--- config.mk ---
export PLATFORM = sky130hd
export DESIGN_NAME = hart_dbg_ctl_flat
export DESIGN_NICKNAME = d
export VERILOG_FILES = /design/src/rtl/hart_dbg_ctl_if.sv /design/src/rtl/hart_dbg_ctl.sv /design/src/flat_wrapper.sv
export SDC_FILE = /design/constraint.sdc
export NUM_CORES = 1
export LEC_CHECK = 0
export CORE_ASPECT_RATIO = 0.75
export CORE_MARGIN = 3
export CORE_UTILIZATION = 29
export DETAILED_ROUTE_END_ITERATION = 7
export PLACE_DENSITY_LB_ADDON = 0.15
export SLEW_MARGIN = 25
export SYNTH_ARGS = -nofsm -noshare
export SYNTH_HDL_FRONTEND = slang
export SYNTH_SLANG_ARGS = --single-unit
--- constraint.sdc ---
create_clock -name clk -period 4.5 [get_ports clk]
set_clock_uncertainty 0.2 [all_clocks]
set_input_delay 0.9 -clock clk [delete_from_list [all_inputs] [get_ports clk]]
set_output_delay 0.9 -clock clk [all_outputs]
set_load 0.03 [all_outputs]
--- src/rtl/hart_dbg_ctl_if.sv ---
// ---------------------------------------------------------------------------
// hart_dbg_ctl_if
//
// Bundle of every signal between the debug module / cores and the multi-hart
// debug-mode controller. The controller connects through the slave modport;
// whatever drives the DM requests and core status (a DM, or a testbench)
// connects through the master modport.
//
// Parameters
//   NHARTS  number of harts controlled (1..32)
//   XLEN    PC / DPC width
//
// Request / status toward the controller (master -> slave)
//   hart_sel       [NHARTS]        DM hart-select mask (hasel window applied)
//   halt_req                       level, halt the selected harts
//   resume_req                     one-cycle pulse, resume the selected harts
//   ack_havereset                  pulse, clear havereset of selected harts
//   haltonreset    [NHARTS]        per-hart resethaltreq configuration
//   step_en        [NHARTS]        per-hart DCSR.step
//   ebreak_hit     [NHARTS]        ebreak retiring with debug entry enabled
//   instr_end      [NHARTS]        instruction retired / interrupt taken
//   core_halted    [NHARTS]        core microcode reached its halted state
//   core_resumed   [NHARTS]        core has left its resuming state
//   pc_reg         [NHARTS*XLEN]   current PC, hart i at [i*XLEN +: XLEN]
//   pc_next        [NHARTS*XLEN]   next PC, same packing
//
// Controller results (slave -> master)
//   debug          [NHARTS]        hart is in, or is entering, debug mode
//   resume_go      [NHARTS]        core should run its resume sequence
//   halted         [NHARTS]        hart is halted
//   resumeack      [NHARTS]        sticky resume acknowledge
//   havereset      [NHARTS]        sticky have-reset flag
//   dpc_write      [NHARTS]        one-cycle DPC / DCSR.cause write strobe
//   dpc_out        [NHARTS*XLEN]   DPC value to write
//   cause_out      [NHARTS*3]      DCSR.cause value to write
//   anyhalted / allhalted          OR / AND of halted over selected harts
// ---------------------------------------------------------------------------
interface hart_dbg_ctl_if #(
    parameter int NHARTS = 2,
    parameter int XLEN   = 32
);
    logic [NHARTS-1:0]      hart_sel;
    logic                   halt_req;
    logic                   resume_req;
    logic                   ack_havereset;
    logic [NHARTS-1:0]      haltonreset;
    logic [NHARTS-1:0]      step_en;
    logic [NHARTS-1:0]      ebreak_hit;
    logic [NHARTS-1:0]      instr_end;
    logic [NHARTS-1:0]      core_halted;
    logic [NHARTS-1:0]      core_resumed;
    logic [NHARTS*XLEN-1:0] pc_reg;
    logic [NHARTS*XLEN-1:0] pc_next;

    logic [NHARTS-1:0]      debug;
    logic [NHARTS-1:0]      resume_go;
    logic [NHARTS-1:0]      halted;
    logic [NHARTS-1:0]      resumeack;
    logic [NHARTS-1:0]      havereset;
    logic [NHARTS-1:0]      dpc_write;
    logic [NHARTS*XLEN-1:0] dpc_out;
    logic [NHARTS*3-1:0]    cause_out;
    logic                   anyhalted;
    logic                   allhalted;

    modport master (
        output hart_sel, halt_req, resume_req, ack_havereset, haltonreset,
               step_en, ebreak_hit, instr_end, core_halted, core_resumed,
               pc_reg, pc_next,
        input  debug, resume_go, halted, resumeack, havereset, dpc_write,
               dpc_out, cause_out, anyhalted, allhalted
    );

    modport slave (
        input  hart_sel, halt_req, resume_req, ack_havereset, haltonreset,
               step_en, ebreak_hit, instr_end, core_halted, core_resumed,
               pc_reg, pc_next,
        output debug, resume_go, halted, resumeack, havereset, dpc_write,
               dpc_out, cause_out, anyhalted, allhalted
    );
endinterface

--- src/rtl/hart_dbg_ctl.sv ---
// ---------------------------------------------------------------------------
// hart_dbg_ctl
//
// Multi-hart debug-mode controller. Every hart owns an independent
// RUN -> HALTING -> HALTED -> RESUMING -> RUN state machine. While a hart is
// in RUN, the highest-priority debug-entry condition (ebreak, resethaltreq,
// haltreq, step) is resolved combinationally; in that same cycle the hart
// raises debug and a one-cycle dpc_write strobe carrying the DPC and
// DCSR.cause to capture, and the state moves to HALTING on the next edge.
// The controller also keeps the sticky resumeack / havereset bits and
// reduces halted over the hart-select mask into anyhalted / allhalted.
//
// Ports
//   clk    clock
//   rst_n  synchronous active-low reset
//   bus    hart_dbg_ctl_if.slave, all request, status and result signals
//
// Parameters
//   NHARTS  number of harts (1..32), must match the interface instance
//   XLEN    PC / DPC width, must match the interface instance
// ---------------------------------------------------------------------------
module hart_dbg_ctl #(
    parameter int NHARTS = 2,
    parameter int XLEN   = 32
) (
    input  logic            clk,
    input  logic            rst_n,
    hart_dbg_ctl_if.slave   bus
);

    typedef enum logic [1:0] {
        ST_RUN      = 2'd0,
        ST_HALTING  = 2'd1,
        ST_HALTED   = 2'd2,
        ST_RESUMING = 2'd3
    } state_e;

    // DCSR.cause encodings
    localparam logic [2:0] CAUSE_NONE      = 3'd0;
    localparam logic [2:0] CAUSE_EBREAK    = 3'd1;
    localparam logic [2:0] CAUSE_HALTREQ   = 3'd3;
    localparam logic [2:0] CAUSE_STEP      = 3'd4;
    localparam logic [2:0] CAUSE_RESETHALT = 3'd5;

    state_e                 state_q [NHARTS];
    logic                   first_q;
    logic [NHARTS-1:0]      busy_q;       // state != RUN, registered with the state
    logic [NHARTS-1:0]      halted_q;
    logic [NHARTS-1:0]      resume_go_q;
    logic [NHARTS-1:0]      resumeack_q;
    logic [NHARTS-1:0]      havereset_q;

    logic [NHARTS-1:0]      entry;
    logic [NHARTS-1:0]      resume_hit;
    logic [NHARTS*XLEN-1:0] dpc_flat;
    logic [NHARTS*3-1:0]    cause_flat;

    // A simultaneous halt request cancels the resume pulse for every hart.
    assign resume_hit = (bus.resume_req && !bus.halt_req) ? bus.hart_sel : '0;

    // -----------------------------------------------------------------------
    // Debug-entry resolution. Only harts in RUN can enter; the if/else chain
    // encodes the priority ebreak > resethaltreq > haltreq > step. Entry is
    // masked while rst_n is low so no write strobe fires during reset.
    // -----------------------------------------------------------------------
    always_comb begin
        // NOTE: every combinational output gets a default before any branch,
        // otherwise a missed path infers a latch.
        entry      = '0;
        cause_flat = '0;
        dpc_flat   = bus.pc_reg;
        for (int i = 0; i < NHARTS; i++) begin
            cause_flat[i*3 +: 3] = CAUSE_NONE;
            if (rst_n && state_q[i] == ST_RUN) begin
                if (bus.ebreak_hit[i]) begin
                    entry[i]             = 1'b1;
                    cause_flat[i*3 +: 3] = CAUSE_EBREAK;
                end else if (first_q && bus.haltonreset[i]) begin
                    entry[i]             = 1'b1;
                    cause_flat[i*3 +: 3] = CAUSE_RESETHALT;
                end else if (bus.halt_req && bus.hart_sel[i]) begin
                    entry[i]             = 1'b1;
                    cause_flat[i*3 +: 3] = CAUSE_HALTREQ;
                    // The retiring instruction completes, so DPC points past it.
                    if (bus.instr_end[i]) begin
                        dpc_flat[i*XLEN +: XLEN] = bus.pc_next[i*XLEN +: XLEN];
                    end
                end else if (bus.step_en[i] && bus.instr_end[i]) begin
                    entry[i]                 = 1'b1;
                    cause_flat[i*3 +: 3]     = CAUSE_STEP;
                    dpc_flat[i*XLEN +: XLEN] = bus.pc_next[i*XLEN +: XLEN];
                end
            end
        end
    end

    // -----------------------------------------------------------------------
    // Per-hart state machines and sticky status. first_q is high during reset
    // and for exactly the first cycle after rst_n rises, which is the only
    // window in which resethaltreq may trigger.
    // -----------------------------------------------------------------------
    always_ff @(posedge clk) begin
        // NOTE: sequential state uses non-blocking assignments so every flop
        // samples pre-edge values regardless of statement order.
        if (!rst_n) begin
            first_q     <= 1'b1;
            busy_q      <= '0;
            halted_q    <= '0;
            resume_go_q <= '0;
            resumeack_q <= '0;
            havereset_q <= '1;
            for (int i = 0; i < NHARTS; i++) begin
                state_q[i] <= ST_RUN;
            end
        end else begin
            first_q <= 1'b0;
            for (int i = 0; i < NHARTS; i++) begin
                unique case (state_q[i])
                    ST_RUN: begin
                        if (entry[i]) begin
                            state_q[i] <= ST_HALTING;
                            busy_q[i]  <= 1'b1;
                        end
                    end
                    ST_HALTING: begin
                        if (bus.core_halted[i]) begin
                            state_q[i]  <= ST_HALTED;
                            halted_q[i] <= 1'b1;
                        end
                    end
                    ST_HALTED: begin
                        if (resume_hit[i]) begin
                            state_q[i]     <= ST_RESUMING;
                            halted_q[i]    <= 1'b0;
                            resume_go_q[i] <= 1'b1;
                            resumeack_q[i] <= 1'b0;
                        end
                    end
                    ST_RESUMING: begin
                        if (bus.core_resumed[i]) begin
                            state_q[i]     <= ST_RUN;
                            busy_q[i]      <= 1'b0;
                            resume_go_q[i] <= 1'b0;
                            resumeack_q[i] <= 1'b1;
                        end
                    end
                    default: begin
                        state_q[i] <= ST_RUN;
                    end
                endcase

                if (bus.ack_havereset && bus.hart_sel[i]) begin
                    havereset_q[i] <= 1'b0;
                end
            end
        end
    end

    // -----------------------------------------------------------------------
    // Outputs. debug rises combinationally in the entry cycle, then is held
    // by the registered busy flag until the hart is back in RUN.
    // -----------------------------------------------------------------------
    assign bus.debug     = busy_q | entry;
    assign bus.halted    = halted_q;
    assign bus.resume_go = resume_go_q;
    assign bus.resumeack = resumeack_q;
    assign bus.havereset = havereset_q;
    assign bus.dpc_write = entry;
    assign bus.dpc_out   = dpc_flat;
    assign bus.cause_out = cause_flat;

    assign bus.anyhalted = |(halted_q & bus.hart_sel);
    assign bus.allhalted = (bus.hart_sel != '0) &&
                           ((halted_q & bus.hart_sel) == bus.hart_sel);

endmodule

--- src/flat_wrapper.sv ---
// flat-port wrapper written by rule: the top's interface ports become plain ports
module hart_dbg_ctl_flat 
#(
    parameter int NHARTS = 2,
    parameter int XLEN   = 32
)
  (clk, rst_n, bus_hart_sel, bus_halt_req, bus_resume_req, bus_ack_havereset, bus_haltonreset, bus_step_en, bus_ebreak_hit, bus_instr_end, bus_core_halted, bus_core_resumed, bus_pc_reg, bus_pc_next, bus_debug, bus_resume_go, bus_halted, bus_resumeack, bus_havereset, bus_dpc_write, bus_dpc_out, bus_cause_out, bus_anyhalted, bus_allhalted);
  hart_dbg_ctl_if #(.NHARTS(NHARTS), .XLEN(XLEN)) bus_i ();
  input  logic clk;
  input  logic rst_n;
  input wire logic [$bits(bus_i.hart_sel)-1:0] bus_hart_sel;
  input wire logic [$bits(bus_i.halt_req)-1:0] bus_halt_req;
  input wire logic [$bits(bus_i.resume_req)-1:0] bus_resume_req;
  input wire logic [$bits(bus_i.ack_havereset)-1:0] bus_ack_havereset;
  input wire logic [$bits(bus_i.haltonreset)-1:0] bus_haltonreset;
  input wire logic [$bits(bus_i.step_en)-1:0] bus_step_en;
  input wire logic [$bits(bus_i.ebreak_hit)-1:0] bus_ebreak_hit;
  input wire logic [$bits(bus_i.instr_end)-1:0] bus_instr_end;
  input wire logic [$bits(bus_i.core_halted)-1:0] bus_core_halted;
  input wire logic [$bits(bus_i.core_resumed)-1:0] bus_core_resumed;
  input wire logic [$bits(bus_i.pc_reg)-1:0] bus_pc_reg;
  input wire logic [$bits(bus_i.pc_next)-1:0] bus_pc_next;
  output wire logic [$bits(bus_i.debug)-1:0] bus_debug;
  output wire logic [$bits(bus_i.resume_go)-1:0] bus_resume_go;
  output wire logic [$bits(bus_i.halted)-1:0] bus_halted;
  output wire logic [$bits(bus_i.resumeack)-1:0] bus_resumeack;
  output wire logic [$bits(bus_i.havereset)-1:0] bus_havereset;
  output wire logic [$bits(bus_i.dpc_write)-1:0] bus_dpc_write;
  output wire logic [$bits(bus_i.dpc_out)-1:0] bus_dpc_out;
  output wire logic [$bits(bus_i.cause_out)-1:0] bus_cause_out;
  output wire logic [$bits(bus_i.anyhalted)-1:0] bus_anyhalted;
  output wire logic [$bits(bus_i.allhalted)-1:0] bus_allhalted;
  assign bus_i.hart_sel = bus_hart_sel;
  assign bus_i.halt_req = bus_halt_req;
  assign bus_i.resume_req = bus_resume_req;
  assign bus_i.ack_havereset = bus_ack_havereset;
  assign bus_i.haltonreset = bus_haltonreset;
  assign bus_i.step_en = bus_step_en;
  assign bus_i.ebreak_hit = bus_ebreak_hit;
  assign bus_i.instr_end = bus_instr_end;
  assign bus_i.core_halted = bus_core_halted;
  assign bus_i.core_resumed = bus_core_resumed;
  assign bus_i.pc_reg = bus_pc_reg;
  assign bus_i.pc_next = bus_pc_next;
  assign bus_debug = bus_i.debug;
  assign bus_resume_go = bus_i.resume_go;
  assign bus_halted = bus_i.halted;
  assign bus_resumeack = bus_i.resumeack;
  assign bus_havereset = bus_i.havereset;
  assign bus_dpc_write = bus_i.dpc_write;
  assign bus_dpc_out = bus_i.dpc_out;
  assign bus_cause_out = bus_i.cause_out;
  assign bus_anyhalted = bus_i.anyhalted;
  assign bus_allhalted = bus_i.allhalted;
  hart_dbg_ctl #(.NHARTS(NHARTS), .XLEN(XLEN)) u_core (.clk(clk), .rst_n(rst_n), .bus(bus_i));
endmodule
**Word level (Yosys, flattened, before mapping)**

Memories as Yosys holds them, arrays and structs flattened.
Cells that the tools add are included.

- Flip-flop bits (word level): 11
- RAM bits: 4
- Input bits: 147
- Output and inout bits: 84
- Logic and storage cells: 160
- Memories: 1

- Eq/ne operators: 15
- Mux-type cells: 94
- Bitwise gates (word level): 10
- Reductions and logical operators: 29

Memory list:

| memory | depth | bits a word | read ports | clocked after memory_dff | wr ports | line | source |
|---|---|---|---|---|---|---|---|
| u_core.state_q | 2 | 2 | 2 | 0 | 2 | hart_dbg_ctl.sv:45 | `state_e state_q [NHARTS];` |

Operators by type and width:

| cell | number |
|---|---|
| $mux W32 | 12 |
| $mux W1 | 55 |
| $mux W3 | 10 |
| $mux W2 | 9 |
| $reduce_and A3 Y1 | 6 |
| $pmux W1 S2 | 8 |
| $reduce_bool A2 Y1 | 7 |
| $logic_and A1 B1 Y1 | 12 |
| $eq A2 B2 Y1 const B | 4 |
| $ne A2 B1 Y1 const B | 4 |
| $ne A2 B2 Y1 const B | 4 |
| $or A1 B1 Y1 | 8 |
| $eq A2 B1 Y1 const B | 2 |
| $logic_not A2 Y1 | 2 |
| $and A2 B2 Y2 | 1 |
| $eq A2 B2 Y1 | 1 |
| $or A2 B2 Y2 | 1 |
| $reduce_or A2 Y1 | 1 |
| $logic_not A1 Y1 | 1 |

**Longest topological paths before layout**

Gate-level depths: netlist of the first run.

- Depth in word-level cells: 14
- Gate-level depth with buffers: 6
- Gate-level depth less buffers: 4

**Least setup slack after synthesis of the first run**

Ideal clock, no wire load.

- Path type: input to output
- Start point: in rst_n
- End point: out bus_cause_out[2]
- Arrival: 2146 ps
- Required time: 3400 ps
- Setup slack: 1254 ps
- Stages: 3
- Buffers on the path: 1
- Cells stage by stage: buf_6 > or3b_1 > nor3_1

- Longest elaborated chain between the ends: 2

Ends and longest elaborated chain:

| element | line | source |
|---|---|---|
| start: declaration | flat_wrapper.sv:10 | `input logic rst_n;` |
| $logic_and A1 B1 Y1 | hart_dbg_ctl.sv:74 | `if (rst_n && state_q[i] == ST_RUN) begin` |
| $mux W3 | hart_dbg_ctl.sv:74 |  |
| end: declaration | flat_wrapper.sv:30 | `output wire logic [$bits(bus_i.cause_out)-1:0] bus_cause_out;` |

Every way passes these cells.

**Worst setup path after layout of the first run**

- Start point: in bus_halt_req
- End point: out bus_dpc_out[32]

- Longest elaborated chain between the ends: 5

Ends and longest elaborated chain:

| element | line | source |
|---|---|---|
| start: declaration | flat_wrapper.sv:12 | `input wire logic [$bits(bus_i.halt_req)-1:0] bus_halt_req;` |
| $logic_and A1 B1 Y1 | hart_dbg_ctl.sv:81 | `end else if (bus.halt_req && bus.hart_sel[i]) begin` |
| $mux W32 | hart_dbg_ctl.sv:81 |  |
| $mux W32 | hart_dbg_ctl.sv:78 | `end else if (first_q && bus.haltonreset[i]) begin` |
| $mux W32 | hart_dbg_ctl.sv:75 | `if (bus.ebreak_hit[i]) begin` |
| $mux W32 | hart_dbg_ctl.sv:74 |  |
| end: declaration | flat_wrapper.sv:29 | `output wire logic [$bits(bus_i.dpc_out)-1:0] bus_dpc_out;` |

Every way passes these cells.

==> flow_summary.ini, run 1 <==
[synth]
syn_inst = 165
postSynthAreaPerCell_um2 = 11.7
ffs_latches_synth = 15
synth.cell_area_um2 = 1920
yosys.cell_types.count = 35
synth_fp_nets = 312
synth.yosys.seq_area_share_pct = 17.7
yosysWarnings = 0

[timing]
timing_hold_violations_final = 0
rsz0062_at_grt = no
setup_ws_final_ns = 0.290
max_slew_margin_pct = 63.1
highest_clock_rate_ghz = 0.238
tns_ns = 0
finalSetupViolCount = 0
maxSlewViolCount = 0
timing.final.crit_share_pct = 93.5
layout_min_cycle_time_ns = 4.21
pin_slew_with_the_least_headroom_to_its_limit_ns = 0.554

[power]
power-per-cell-area_nw_per_um2 = 205
max-vdd-ir-drop_v = 0.000229
report.power.total_mw = 0.873
p_leak_nw = 1.89

[critical_path]
setup.worst_path.start_class = primary input
timing.setup.critical_path_class = primary input to output pin
crit_path_end_kind = output pin
timing.critical_path.arrival_ns = 3.11
worst-path-max-fanout = 32
timing.critical_path.required_ns = 3.40

[die]
effective_utilization_at_floorplan_pct = 30.3
floorplan.rows = 25
chipHeight_um = 76.5
dieArea_um2 = 7650
ios = 231
die_x_um = 100
placeableCoreArea_um2 = 6350

[detailed_routing]
viasPerCell = 4.60
dr.first_iter.drc_count = 67
drc_errors = 0
num_vias = 2193
finalWirelength_mm = 8.77
antenna_left = 0
dr.pass1.iters = 4
wl_per_cell_um = 18.4

[final_layout]
layout_cell_share_with_drive_strength_beyond_1_pct = 29.8
antenna_cells = 0
finalNetCount = 544
design_area_um2 = 4260
syn_to_final_growth_pct = 122
fillCellCount = 478
stdcell_count = 477

[clocking]
cts_root_buffer = sky130_fd_sc_hd__clkbuf_8
post_cts_resized = 0
postCtsHoldBufs = 0
clkSinkCount = 15
h-tree-depth = 1
worst_skew_pair_later_pin_latency_ns = 0.25
tritoncts = built
cts_post_setup_buffers_inserted = 0
cts.path.max_buffers = 2
cts_inserted_buffers = 3
clock_transition_at_the_register_clock_pins_on_the_worst_setup_and_hold_paths_after_cts_ns = 0.06

[global_routing]
grt_pass1_vias = 2185
global_route_wire_length_before_repair_mm = 13.1
grt_start_max_net_pins = 33
grt_util_all_layers_pct = 21.5
antenna_violations_before_repair = 0
grt-ovfl-total = 0

[placement]
placed_cells = 473
port-buffer-count = 230
post-place-ws_ns = 0.289
detailed_place.area_um2 = 4220
hpwl_mm = 7.65
gp_routability_congestion = 0.816

[run_status]
outcome = complete, no violations

[min_path]
holdCritPathClass = flop to flop

[run]
cap_viol_max_count = 0
-- area by class of cell --
cell class,instances,area (um^2),area share [%]
clock buffers,4,45.0,1.06
flip-flops and latches,15,340,7.98
inverters,4,15.0,0.352
well taps,81,101,2.38
multi-input cells,138,1490,34.8
repair buffers,235,2280,53.4
-- per-layer routing --
| metal | vias to the layer above | wire, um | global-route usage, % |
|---|---|---|---|
| met1 | 1005 | 3660 | 26.7 |
| met2 | 99 | 4350 | 38.1 |
| met3 | 13 | 588 | 3.57 |
| met5 | - | 0 | 0 |
| li1 | 1076 | - | - |
| met4 | 0 | 177 | 5.25 |
-- state kept, by name, indices dropped and copies added (netlist names) --
| signal | cells |
|---|---|
| u_core.bus.havereset | 2 |
| u_core.bus.halted | 2 |
| u_core.bus.resume_go | 2 |
| u_core.bus.resumeack | 2 |
| u_core.busy_q | 2 |
| u_core.first_q | 1 |
| u_core.state_q | 4 |
-- critical path, stage by stage --
cell and delay [ns]:
sky130_fd_sc_hd__clkdlybuf4s50_1 0.50, sky130_fd_sc_hd__nand2_2 0.16, sky130_fd_sc_hd__inv_1 0.09, sky130_fd_sc_hd__o2111ai_4 0.21
sky130_fd_sc_hd__buf_12 0.28, sky130_fd_sc_hd__mux2_2 0.36, sky130_fd_sc_hd__clkdlybuf4s50_1 0.60
-- cells in the mapped netlist --
cell	n	share of area, %
sky130_fd_sc_hd__a21oi_1	11	2.9
sky130_fd_sc_hd__a21oi_4	2	1.7
sky130_fd_sc_hd__a22o_1	1	0.46
sky130_fd_sc_hd__a31oi_4	2	2.2
sky130_fd_sc_hd__a32oi_1	2	0.91
sky130_fd_sc_hd__and3_1	2	0.65
sky130_fd_sc_hd__and3b_1	1	0.46
sky130_fd_sc_hd__buf_6	7	4.1
sky130_fd_sc_hd__clkbuf_1	1	0.19
sky130_fd_sc_hd__dfxtp_1	11	11
sky130_fd_sc_hd__edfxtp_1	4	6.2
sky130_fd_sc_hd__inv_1	3	0.59
sky130_fd_sc_hd__inv_2	1	0.19
sky130_fd_sc_hd__mux2_2	4	2.3
sky130_fd_sc_hd__mux2_4	60	47
sky130_fd_sc_hd__mux2i_1	3	1.6
sky130_fd_sc_hd__nand2_1	12	2.3
sky130_fd_sc_hd__nand2_2	2	0.65
sky130_fd_sc_hd__nand2b_4	1	0.72
sky130_fd_sc_hd__nand3_1	3	0.78
sky130_fd_sc_hd__nand3b_1	1	0.39
sky130_fd_sc_hd__nand4b_1	2	0.91
sky130_fd_sc_hd__nor2_1	9	1.8
sky130_fd_sc_hd__nor2_2	1	0.33
sky130_fd_sc_hd__nor2b_1	2	0.65
sky130_fd_sc_hd__nor3_1	2	0.52
sky130_fd_sc_hd__nor3_4	1	0.85
sky130_fd_sc_hd__nor4_2	1	0.65
sky130_fd_sc_hd__o2111ai_4	2	2.7
sky130_fd_sc_hd__o21a_1	2	0.78
sky130_fd_sc_hd__o21ai_0	1	0.26
sky130_fd_sc_hd__o21ai_1	1	0.26
sky130_fd_sc_hd__or2_2	3	0.98
sky130_fd_sc_hd__or3b_1	2	0.91
sky130_fd_sc_hd__or4_1	2	0.78
-- cell families (layout without fill, tap and decap cells) --
group                  after synthesis  in the layout  share of synthesized area [%]
AO/OA/AOI/OAI                       24             24                           12.2
AND/OR/NAND/NOR                     47             47                           14.3
multiplexers                        67             67                           50.7
flip-flops                          15             15                           17.7
buffers and inverters               12            243                           5.07
-- stage by stage --
stage	utilization, %	hold slack, ns
floorplan	-	0.249
global placement	66.4	0.238
detailed placement	66.4	0.244
CTS	67.2	0.256
global route	67.2	0.283
finish	67.2	0.256
-- path summary, 6_finish.rpt --
kind	start	end	slack, ns	depth (start not counted)
max	bus_halt_req	bus_dpc_out[32]	0.29	7
min	u_core.bus.havereset[0]$_SDFFE_PN1P_	u_core.bus.havereset[0]$_SDFFE_PN1P_	0.26	2
max reg2reg	u_core.state_q[1][0]$_DFFE_PP_	u_core.state_q[1][0]$_DFFE_PP_	2.54	3
min reg2reg	u_core.bus.havereset[0]$_SDFFE_PN1P_	u_core.bus.havereset[0]$_SDFFE_PN1P_	0.26	2
-- cells in the final DEF, fill, tap and decap left out, drive strengths merged --
master and instances:
nand2 14, nand3 3, o21ai 2, or4 2
nor4 1, nor2 10, mux2 64, a22o 1
or2 3, o2111ai 2, inv 4, or3b 2
dfxtp 11, nor3 3, nand4b 2, and3b 1
buf 35, nor2b 2, mux2i 3, a32oi 2
a21oi 13, and3 2, clkbuf 4, nand2b 1
nand3b 1, o21a 2, clkdlybuf4s50 200, edfxtp 4
a31oi 2
-- report_power, final --
group / internal, mW / switching, mW / total [mW]
Sequential: 0.166 / 0.0288 / 0.195
Clock: 0.0628 / 0.0493 / 0.112
Combinational: 0.311 / 0.255 / 0.566
Total: 0.540 / 0.333 / 0.873
No activity file was read; power rests on OpenSTA's default activity.
==> run 2: changes to the inputs <==
Settings changed: CORE_UTILIZATION 29 to 24.
==> run 2 against run 1 <==
Setup slack better by 0.033 ns. Global-route usage is 3.9 points lower. Cell count is 4.4% higher. Clock power is 4% lower. Core utilization is 10 points lower. Power is 0.83% lower. Maximum frequency is 0.78% higher. Critical path type unchanged. Largest cell class unchanged.
==> flow_summary.ini, run 2 (same netlist as run 1, synthesis figures left out) <==
[global_routing]
grt_start_max_net_pins = 33
grt-ovfl-total = 0
grt_pass1_vias = 2158
grt_util_all_layers_pct = 17.6
global_route_wire_length_before_repair_mm = 12.7
antenna_violations_before_repair = 0

[final_layout]
antenna_cells = 0
syn_to_final_growth_pct = 123
fillCellCount = 665
largest_register_by_flop_count = u_core.state_q
layout_commonest_cell = sky130_fd_sc_hd__clkdlybuf4s50_1
final_util_pct = 56.8
most-common-layout-cells = sky130_fd_sc_hd__clkdlybuf4s50_1 (200), sky130_fd_sc_hd__mux2_4 (60), sky130_fd_sc_hd__buf_4 (35)
layout_cell_share_with_drive_strength_beyond_1_pct = 30.0
flip_flop_count_of_the_largest_register_after_layout = 4
finalNetCount = 545

[die]
die_x_um = 109
floorplan.rows = 27
dieArea_um2 = 9130
effective_utilization_at_floorplan_pct = 25.4
chipHeight_um = 83.5
placeableCoreArea_um2 = 7570
ios = 231

[power]
max-vdd-ir-drop_v = 0.000182
p_leak_nw = 1.90
power-per-cell-area_nw_per_um2 = 202

[timing]
highest_clock_rate_ghz = 0.239
layout_min_cycle_time_ns = 4.18
pin_slew_with_the_least_headroom_to_its_limit_ns = 0.378
setup_ws_final_ns = 0.323
timing_hold_violations_final = 0
max_slew_margin_pct = 74.7
rsz0062_at_grt = no
finalSetupViolCount = 0
maxSlewViolCount = 0
tns_ns = 0
timing.final.crit_share_pct = 92.8

[clocking]
worst_skew_pair_later_pin_latency_ns = 0.24
tritoncts = built
cts_root_buffer = sky130_fd_sc_hd__clkbuf_8
cts.path.max_buffers = 2
clock_transition_at_the_register_clock_pins_on_the_worst_setup_and_hold_paths_after_cts_ns = 0.06
clkSinkCount = 15
cts_inserted_buffers = 3
postCtsHoldBufs = 0
h-tree-depth = 1
cts_post_setup_buffers_inserted = 0
post_cts_resized = 0

[critical_path]
timing.critical_path.required_ns = 3.40
setup.worst_path.start_class = primary input
timing.setup.critical_path_class = primary input to output pin
crit_path_end_kind = output pin
worst-path-max-fanout = 10
timing.critical_path.arrival_ns = 3.08

[detailed_routing]
antenna_left = 0
drc_errors = 0
dr.first_iter.drc_count = 52
finalWirelength_mm = 8.73
wl_per_cell_um = 17.5
viasPerCell = 4.34
num_vias = 2160
dr.pass1.iters = 4

[min_path]
holdCritPathClass = flop to flop

[placement]
hpwl_mm = 7.73
post-place-ws_ns = 0.325
gp_routability_congestion = 0.796
port-buffer-count = 230

[run]
cap_viol_max_count = 0

[run_status]
outcome = complete, no violations
-- run 2: cell count changes in the layout (fill, tap and decap cells not counted), sizes merged --
cell	delta
buf	+1
-- run 2: critical path, stage by stage --
cell and delay (ns):
sky130_fd_sc_hd__clkdlybuf4s50_1 0.46, sky130_fd_sc_hd__buf_4 0.18, sky130_fd_sc_hd__or3b_1 0.44, sky130_fd_sc_hd__a31oi_4 0.26
sky130_fd_sc_hd__or2_2 0.16, sky130_fd_sc_hd__clkdlybuf4s50_1 0.67
-- run 2: routing by layer --
| metal | up-vias | GRT usage, % | wire (um) |
|---|---|---|---|
| li1 | 1080 | - | - |
| met3 | 5 | 3.94 | 722 |
| met5 | - | 0 | 0 |
| met1 | 993 | 22.0 | 3500 |
| met2 | 82 | 31.6 | 4460 |
| met4 | 0 | 1.59 | 38 |
-- run 2: stage by stage --
step	total power, mW	hold slack [ns]	std cells	cell area [um^2]
3_3_place_gp	0.761	0.242	494	4250
3_5_place_dp	0.764	0.235	494	4250
2_1_floorplan	0.493	0.249	165	1920
6_report	0.866	0.248	498	4300
5_1_grt	0.918	0.274	498	4300
4_1_cts	0.873	0.248	498	4300
-- run 2: power by group --
part	total [mW]	internal, mW	switching [mW]
clock	0.108	0.0627	0.0453
sequential	0.194	0.166	0.0285
combinational	0.563	0.311	0.252
total	0.866	0.540	0.326
-- run 2: final cells by class --
type / count / area [um^2] / share of cell area (%)
clock buffer: 4 / 45.0 / 1.05
tap: 101 / 126 / 2.94
multi-input combinational: 138 / 1490 / 34.6
inverter: 4 / 15.0 / 0.349
timing repair buffer: 236 / 2280 / 53.2
sequential: 15 / 340 / 7.92
-- run 2: path summary, 6_finish.rpt --
| kind | start | to | slack [ns] | depth (start not counted) |
|---|---|---|---|---|
| max | rst_n | bus_debug[1] | 0.32 | 6 |
| min | u_core.bus.havereset[0]$_SDFFE_PN1P_ | u_core.bus.havereset[0]$_SDFFE_PN1P_ | 0.25 | 2 |
| max reg2reg | u_core.state_q[1][0]$_DFFE_PP_ | u_core.state_q[1][0]$_DFFE_PP_ | 2.57 | 3 |
| min reg2reg | u_core.bus.havereset[0]$_SDFFE_PN1P_ | u_core.bus.havereset[0]$_SDFFE_PN1P_ | 0.25 | 2 |
==> run 3: changes to the inputs <==
Settings changed: SLEW_MARGIN 25 to 10.
Clock period 4.5 ns to 5.05 ns, I/O delays scaled along.
==> run 3 against run 2 <==
Hold slack hardly changed. First-iteration DRC count is 62% higher. Core utilization is 0.78 points higher. Clock power is 8% lower. Cell count is 0.80% lower. Setup slack better by 0.12 ns. Register-to-register slack better by 0.58 ns. Critical path depth is 1 higher. Global-route usage is 0.53 points higher. Clock-buffer cell count is 1 lower.
==> flow_summary.ini, run 3 (same netlist as run 1, synthesis figures left out) <==
[run_status]
outcome = complete, no violations

[placement]
gp_routability_congestion = 0.823
hpwl_mm = 7.90
detailed_place.area_um2 = 4310
port-buffer-count = 230

[critical_path]
timing.setup.critical_path_class = primary input to output pin
timing.critical_path.required_ns = 3.84
crit_path_end_kind = output pin
timing.critical_path.arrival_ns = 3.39
setup.worst_path.start_class = primary input
worst-path-max-fanout = 32
crit-reg2reg-launch = u_core.state_q[0][1]$_SDFFCE_PP0P_
cp-startpoint = rst_n
reg2reg_depth = 3

[die]
die_x_um = 109
dieArea_um2 = 9130
floorplan.rows = 27
effective_utilization_at_floorplan_pct = 25.4
ios = 231
chipHeight_um = 83.5
placeableCoreArea_um2 = 7570

[global_routing]
grt_pass1_vias = 2073
global_route_wire_length_before_repair_mm = 13.0
grt_util_all_layers_pct = 18.1
grt-ovfl-total = 0
grt_start_max_net_pins = 33
antenna_violations_before_repair = 0

[timing]
maxSlewViolCount = 0
layout_min_cycle_time_ns = 4.60
tns_ns = 0
timing_hold_violations_final = 0
max_slew_margin_pct = 74.3
timing.final.crit_share_pct = 91.1
rsz0062_at_grt = no
finalSetupViolCount = 0
highest_clock_rate_ghz = 0.217
pin_slew_with_the_least_headroom_to_its_limit_ns = 0.384

[final_layout]
largest_register_by_flop_count = u_core.state_q
flip_flop_count_of_the_largest_register_after_layout = 4
antenna_cells = 0
syn_to_final_growth_pct = 126
design_area_um2 = 4360
most-common-layout-cells = sky130_fd_sc_hd__clkdlybuf4s50_1 (230), sky130_fd_sc_hd__mux2_4 (60), sky130_fd_sc_hd__nand2_1 (12)
layout_cell_share_with_drive_strength_beyond_1_pct = 21.9
layout_commonest_cell = sky130_fd_sc_hd__clkdlybuf4s50_1
final_util_pct = 57.6
finalNetCount = 541

[detailed_routing]
dr.pass1.iters = 4
wl_per_cell_um = 17.9
antenna_left = 0
finalWirelength_mm = 8.86
viasPerCell = 4.33
num_vias = 2138
drc_errors = 0
dr.first_iter.drc_count = 84

[power]
max-vdd-ir-drop_v = 0.000192
power-per-cell-area_nw_per_um2 = 179
p_leak_nw = 1.86

[clocking]
cts_root_buffer = sky130_fd_sc_hd__clkbuf_8
clock_transition_at_the_register_clock_pins_on_the_worst_setup_and_hold_paths_after_cts_ns = 0.06
tritoncts = built
worst_skew_pair_later_pin_latency_ns = 0.25
cts_inserted_buffers = 3
clkSinkCount = 15
cts_post_setup_buffers_inserted = 0
cts.path.max_buffers = 2
post_cts_resized = 0
h-tree-depth = 1
postCtsHoldBufs = 0

[min_path]
timing.hold.worst_path_depth = 2
holdCritPathClass = flop to flop
worstHoldStart = u_core.bus.havereset[0]$_SDFFE_PN1P_

[run]
cap_viol_max_count = 0
run 3: layer usage:
metal  wire, um  GRT usage [%]
met1       3760           23.6
met2       4350           31.0
met3        686           3.79
met4         67           2.83
met5          0              0
run 3: critical path: stages:
cell and delay [ns]:
sky130_fd_sc_hd__clkdlybuf4s50_1 0.70, sky130_fd_sc_hd__inv_2 0.20, sky130_fd_sc_hd__nor3_4 0.19, sky130_fd_sc_hd__o2111ai_4 0.14, sky130_fd_sc_hd__buf_12 0.22, sky130_fd_sc_hd__mux2_4 0.32
sky130_fd_sc_hd__clkdlybuf4s50_1 0.60
run 3: per-stage QoR:
stage | total power [mW] | std cells | hold slack, ns | worst slack [ns]
4_1_cts | 0.789 | 494 | 0.250 | 0.407
2_1_floorplan | 0.439 | 165 | 0.249 | 1.58
3_3_place_gp | 0.682 | 490 | 0.235 | 0.439
6_report | 0.780 | 494 | 0.248 | 0.447
3_5_place_dp | 0.686 | 490 | 0.239 | 0.409
5_1_grt | 0.819 | 494 | 0.281 | 0.331
run 3: final cells by class:
class | count | area, um^2
sequential | 15 | 340
inverter | 4 | 15.0
clock buffer | 3 | 41.3
multi-input combinational | 138 | 1490
clock inverter | 1 | 5.00
tap | 101 | 126
timing repair buffer | 232 | 2340
fill | 672 | 3210
run 3: worst paths after layout:
kind	end	slack [ns]
worst max-delay path	bus_dpc_out[49]	0.45
worst min-delay path	u_core.bus.havereset[0]$_SDFFE_PN1P_	0.25
worst max register to register	u_core.state_q[0][1]$_SDFFCE_PP0P_	3.15
worst min register to register	u_core.bus.havereset[0]$_SDFFE_PN1P_	0.25
run 3: power breakdown:
group          internal, mW  total, mW  switching, mW
Sequential            0.148      0.175         0.0268
Combinational         0.282      0.507          0.224
Clock                0.0548     0.0991         0.0443
